--- src/rtl/i2s_pkg.sv ---
// i2s_pkg: shared audio constants, the clock generator state encoding and default divider settings.
package i2s_pkg;
   localparam logic [1:0] ST_IDLE   = 2'd0;
   localparam logic [1:0] ST_SETTLE = 2'd1;
   localparam logic [1:0] ST_RUN    = 2'd2;
   localparam int DEF_MCLK_HALF     = 5;
   localparam int DEF_BCLK_HALF     = 2;
   localparam int DEF_FRAME_BITS    = 64;
   localparam int DEF_SETTLE_CYCLES = 1024;
endpackage

--- src/rtl/i2s_divider.sv ---
// i2s_divider: mclk/bclk divider chain and frame bit counter, all held at zero while i_en is low.
module i2s_divider
   import i2s_pkg::*;
#(
   parameter int MCLK_HALF  = DEF_MCLK_HALF,
   parameter int BCLK_HALF  = DEF_BCLK_HALF,
   parameter int FRAME_BITS = DEF_FRAME_BITS
) (
   input  logic clk,
   input  logic i_rst_n,
   input  logic i_en,
   output logic o_mclk,
   output logic o_bclk,
   output logic o_lrclk,
   output logic o_bclk_rise,
   output logic o_bclk_fall,
   output logic o_frame_start
);
   localparam int BW = $clog2(FRAME_BITS);
   logic [7:0]    r_mcnt;
   logic [3:0]    r_bcnt;
   logic [BW-1:0] r_bit;
   logic          r_mclk, r_bclk, r_rise, r_fall, r_fs;
   logic          w_mtog, w_btog, w_fall;
   assign w_mtog = r_mcnt == 8'(MCLK_HALF - 1);
   assign w_btog = w_mtog && r_bcnt == 4'(BCLK_HALF - 1);
   assign w_fall = w_btog && r_bclk;
   // Leaving RUN clears everything at once, so no partial period is ever completed.
   always_ff @(posedge clk) begin
      if (!i_rst_n || !i_en) begin
         r_mcnt <= '0;
         r_bcnt <= '0;
         r_bit  <= '0;
         r_mclk <= 1'b0;
         r_bclk <= 1'b0;
         r_rise <= 1'b0;
         r_fall <= 1'b0;
         r_fs   <= 1'b0;
      end else begin
         r_mcnt <= w_mtog ? '0 : r_mcnt + 8'd1;
         r_mclk <= r_mclk ^ w_mtog;
         r_bcnt <= w_btog ? '0 : r_bcnt + 4'(w_mtog);
         r_bclk <= r_bclk ^ w_btog;
         r_rise <= w_btog && !r_bclk;
         r_fall <= w_fall;
         r_bit  <= r_bit + BW'(w_fall);
         r_fs   <= w_fall && r_bit == BW'(FRAME_BITS - 1);
      end
   end
   assign o_mclk        = r_mclk;
   assign o_bclk        = r_bclk;
   assign o_lrclk       = r_bit[BW-1];
   assign o_bclk_rise   = r_rise;
   assign o_bclk_fall   = r_fall;
   assign o_frame_start = r_fs;
endmodule

--- src/rtl/i2s_clock_gen.sv ---
// i2s_clock_gen: PLL-lock sequencer (IDLE/SETTLE/RUN) gating the I2S divider chain, plus sample-tick and overrun logic.
module i2s_clock_gen
   import i2s_pkg::*;
#(
   parameter int MCLK_HALF     = DEF_MCLK_HALF,
   parameter int BCLK_HALF     = DEF_BCLK_HALF,
   parameter int FRAME_BITS    = DEF_FRAME_BITS,
   parameter int SETTLE_CYCLES = DEF_SETTLE_CYCLES
) (
   input  logic clk,
   input  logic reset_n,
   input  logic pll_lock,
   input  logic rx_valid,
   input  logic engine_ready,
   output logic mclk,
   output logic bclk,
   output logic lrclk,
   output logic bclk_rise,
   output logic bclk_fall,
   output logic frame_start,
   output logic run,
   output logic codec_en,
   output logic tick,
   output logic overrun
);
   localparam int SW = $clog2(SETTLE_CYCLES + 1);
   logic [1:0]    r_state;
   logic [SW-1:0] r_scnt;
   logic          r_run, r_codec_en, r_rx_d, r_tick, r_overrun;
   logic [1:0]    w_next;
   logic          w_run;
   always_comb
      w_next = !pll_lock ? ST_IDLE :
               r_state == ST_RUN ? ST_RUN :
               r_state == ST_SETTLE ? (r_scnt == SW'(SETTLE_CYCLES - 1) ? ST_RUN : ST_SETTLE) :
               ST_SETTLE;
   // Staying in RUN this cycle and next; the exit cycle counts as outside RUN.
   assign w_run = r_state == ST_RUN && w_next == ST_RUN;
   always_ff @(posedge clk) begin
      if (!reset_n) begin
         r_state    <= ST_IDLE;
         r_scnt     <= '0;
         r_run      <= 1'b0;
         r_codec_en <= 1'b0;
         r_rx_d     <= 1'b0;
         r_tick     <= 1'b0;
         r_overrun  <= 1'b0;
      end else begin
         r_state    <= w_next;
         r_scnt     <= (r_state == ST_SETTLE && w_next == ST_SETTLE) ? r_scnt + 1'b1 : '0;
         r_run      <= w_next == ST_RUN;
         r_codec_en <= pll_lock;
         r_rx_d     <= rx_valid;
         r_tick     <= w_run && rx_valid && !r_rx_d;
         r_overrun  <= r_overrun || (r_tick && !engine_ready);
      end
   end
   i2s_divider #(
      .MCLK_HALF (MCLK_HALF),
      .BCLK_HALF (BCLK_HALF),
      .FRAME_BITS(FRAME_BITS)
   ) u_div (
      .clk          (clk),
      .i_rst_n      (reset_n),
      .i_en         (w_run),
      .o_mclk       (mclk),
      .o_bclk       (bclk),
      .o_lrclk      (lrclk),
      .o_bclk_rise  (bclk_rise),
      .o_bclk_fall  (bclk_fall),
      .o_frame_start(frame_start)
   );
   assign run      = r_run;
   assign codec_en = r_codec_en;
   assign tick     = r_tick;
   assign overrun  = r_overrun;
endmodule

--- config.mk ---
export PLATFORM = sky130hd
export DESIGN_NAME = i2s_clock_gen
export DESIGN_NICKNAME = d
export VERILOG_FILES = /design/src/rtl/i2s_pkg.sv /design/src/rtl/i2s_divider.sv /design/src/rtl/i2s_clock_gen.sv
export SDC_FILE = /design/constraint.sdc
export NUM_CORES = 1
export LEC_CHECK = 0
export ABC_AREA = 1
export ABC_CLOCK_PERIOD_IN_PS = 1810
export CORE_MARGIN = 2
export CORE_UTILIZATION = 40
export DETAILED_ROUTE_END_ITERATION = 7
export PLACE_DENSITY = 0.67
export SYNTH_ARGS = -nofsm -noshare
export SYNTH_HDL_FRONTEND = slang
export SYNTH_SLANG_ARGS = --single-unit
--- constraint.sdc ---
create_clock -name clk -period 1.81 [get_ports clk]
set_input_delay 0.2715 -clock clk [delete_from_list [all_inputs] [get_ports clk]]
set_output_delay 0.2715 -clock clk [all_outputs]
set_load 0.005 [all_outputs]
==> flow_metrics.tcl <==
set metrics [dict create \
    status "finished, final reports clean" \
    wire_per_inst_um 9.086 \
    initial_core_util_pct 41.87 \
    peakVddDrop_mv 0.5020 \
    crit_chain "inv_2, ha_4, nand3_4, nor2_4, nand2_2, inv_2, ha_4, ha_4, ha_4, nand2_1, inv_1, nand2_1, xor2_1, nor2_1" \
    worst_slew_pin_slew_ps 220.2 \
    synth_cells 209 \
    finalNetCount 255 \
    grt_max_degree 13 \
    p_sw_uw 311.0 \
    numCtsBuffers 5 \
    critical_path_class "flop to flop" \
    postCtsHoldBufs 0 \
    power_density_nw_per_um2 731.4 \
    die_h_um 69.18 \
    setup.worst_path.start_class "flop" \
    synth_top_area_share_pct 48.31 \
    place_area_um2 1962 \
    slowest_stage "dfxtp_2" \
    reg2reg_slack_ps 90 \
    ys_ff_latch 41 \
    clock.fmax_mhz 580.6 \
    ctsRootBufferMaster "clkbuf_8" \
    vias_per_cell 4.438 \
    portBuffers 14 \
    clk_pin_slew_ps 80 \
    reg2reg_to "u_div.r_bit[4]" \
    syn_area_um2 1699 \
    synthMuxAreaShare_pct 0 \
    synthXorXnorAreaFrac_pct 7.216 \
    antenna_found_initial 0 \
    setup_viol 0 \
    fillerInstances 403 \
    path_delay_family "adder cells" \
    seq_area_frac_synth_pct 48.31 \
    slew_headroom_pct 85.27 \
    worst-path-stages 14 \
    crit_path_end "u_div.r_bit[4]" \
    critPathMaxStageDelay_ps 330 \
    power.share.switching_pct 19.76 \
    clkPwrFrac_pct 40.9 \
    hold_viol_final 0 \
    diodes 0 \
    insertion_delay_ps 290 \
    synth_adder_area_share_pct 6.627 \
    p_seq_share_pct 57.7 \
    vias 1296 \
    worstReg2RegStart "u_div.r_mcnt[1]" \
    hpwl_um 1943 \
    clockBufferDepth 2 \
    htree_levels 2 \
    synth_top_family_by_area "simple AND/OR/NAND/NOR gates" \
    timing.final.crit_share_pct 95.16 \
    ys_types 25 \
    seq_area_um2 823.3 \
    internal_power_uw 1263 \
    multi_input_area_um2 810.8 \
    io_pins 15 \
    final_area_um2 2152 \
    share_comb_of_total_power_pct 1.4 \
    cts_sinks 41 \
    cts_tree "done" \
    yosys-top-cells-area "dfxtp_1 (48%), nor2_1 (10%), ha_1 (6.6%)" \
    die_x_um 69.18 \
    max_cap_violations 0 \
    p_leak_uw 0.0008278 \
    crit_start "u_div.r_mcnt[1]" \
    rsz0062_at_grt "true" \
    finalMaxSlewViolations 0 \
    antenna_left 0 \
    post_route_cells_drive_above_1_share_pct 19.01 \
    path_buf_inv 3 \
    dieArea_um2 4785 \
    drc_errors 0 \
    layout_common_cells "nor2_1 (46), dfxtp_1 (39), nand2_1 (29)" \
    grt_overflow 0 \
    core_um2 4058 \
    reg2reg_depth 14 \
    hold_path_class "flop to flop" \
    critPathCaptureType "flop" \
    synth-simple-area-share_pct 27.69 \
    synth_fp_nets 223 \
    totalWireLength_um 2653 \
    hold-worst-slack_ps 390.2 \
    grt_pass1_vias 1193 \
    min_period_ps 1722 \
    area_delta_synth_final_pct 26.66 \
    grt_pass1_wl_um 4940 \
    yosys.area.top_type "dfxtp_1" \
    total_power_uw 1574 \
    path_common_cell "ha_4" \
    dr.pass1.iters 4 \
    ys_warn_count 0 \
    grt_usage_pct 12.86 \
    fin_skew_ps 6.612 \
    gp_congestion 0.7361 \
    worstPathMaxFanout 2 \
    drtIter0Drc 41 \
    avgSynthCellArea_um2 8.130 \
    synth_compound_area_share_pct 2.356 \
    crit_arrival_ps 1910 \
    critical_path_required_ps 2000 \
    final_common_cell "nor2_1" \
    std_cell_rows 23 \
]
## how the worst min path moves through the flow
stage / startpoint / cells past startpoint / slack [ps] / end
global placement: r_rx_d / 1 / 380 / tick
finish: r_rx_d / 1 / 390 / tick
detailed placement: r_rx_d / 1 / 380 / tick
CTS: r_rx_d / 1 / 390 / tick
floorplan: r_rx_d / 1 / 370 / tick
global route: r_rx_d / 1 / 400 / tick
## timing repair
item                                    in CTS  in global routing
pin swaps                                    0                  3
gates resized for setup                      6                  7
buffers inserted                             1                  3
cloned                                       0                  0
endpoints found under the setup margin       1                  2
## synthesized netlist by cell type
cell / number
nor2_1: 46
nor2_4: 1
nand3_1: 10
nor3_1: 3
o21ai_0: 1
a31oi_1: 1
nor3_2: 1
buf_2: 1
nor2_2: 5
nand3_2: 1
nand4_1: 5
dfxtp_1: 41
ha_1: 9
buf_6: 1
inv_1: 29
a21oi_2: 1
xor2_1: 8
a21oi_1: 1
nand2_2: 3
xnor2_1: 6
o21bai_1: 1
inv_2: 2
nand2_1: 30
o21a_1: 1
nand3b_1: 1
## power groups by stage
stage / clock network [uW] / logic, uW / registers, uW
detailed placement: 0 / 22.5 / 929
global placement: 0 / 22.3 / 929
floorplan: 0 / 7.96 / 929
CTS: 675 / 22.6 / 908
finish: 644 / 22.1 / 908
global route: 714 / 24.8 / 908
## layer usage
| layer | wire length, um | vias up | global-route usage (%) |
|---|---|---|---|
| met5 | 0 | - | 0 |
| met3 | 127 | 6 | 4.797 |
| met2 | 1162 | 21 | 19.34 |
| met4 | 68 | 0 | 7.190 |
| met1 | 1294 | 568 | 15.81 |
| li1 | - | 701 | - |
## sequential cells by signal, summed over array words and instances, names as in the netlist
name                 count
u_div.o_frame_start      1
u_div.o_bclk_rise        1
u_div.o_bclk             1
r_rx_d                   1
r_scnt                  11
codec_en                 1
tick                     1
r_state                  2
run                      1
u_div.r_bit              6
u_div.o_mclk             1
u_div.o_bclk_fall        1
overrun                  1
u_div.r_bcnt             4
u_div.r_mcnt             8
## through the flow
step	instances	setup TNS (ps)	util [%]	setup slack [ps]
finish	292	0	53.04	87.59
global placement	280	0	48.35	19.07
detailed placement	280	-42.51	48.35	-42.51
global route	292	-67.13	53.04	-67.13
floorplan	209	0	-	12.96
CTS	289	0	51.74	8.235
## cell families (layout without fill, tap and decap cells)
logic type | Yosys count | after routing
buffers and inverters | 33 | 66
XOR/XNOR | 14 | 14
AND/OR/NAND/NOR | 106 | 106
AO/OA/AOI/OAI | 6 | 6
flip-flops | 41 | 41
adder cells (fa/ha/maj) | 9 | 9
## layout make-up
cell class | instances | share of cell area [%]
Clock buffer | 7 | 4.477
Clock inverter | 1 | 0.2326
Inverter | 31 | 5.407
Multi-Input combinational cell | 135 | 37.67
Sequential cell | 41 | 38.26
Tap cell | 50 | 2.907
Timing Repair Buffer | 27 | 11.05
No activity file was read; power rests on OpenSTA's default activity.
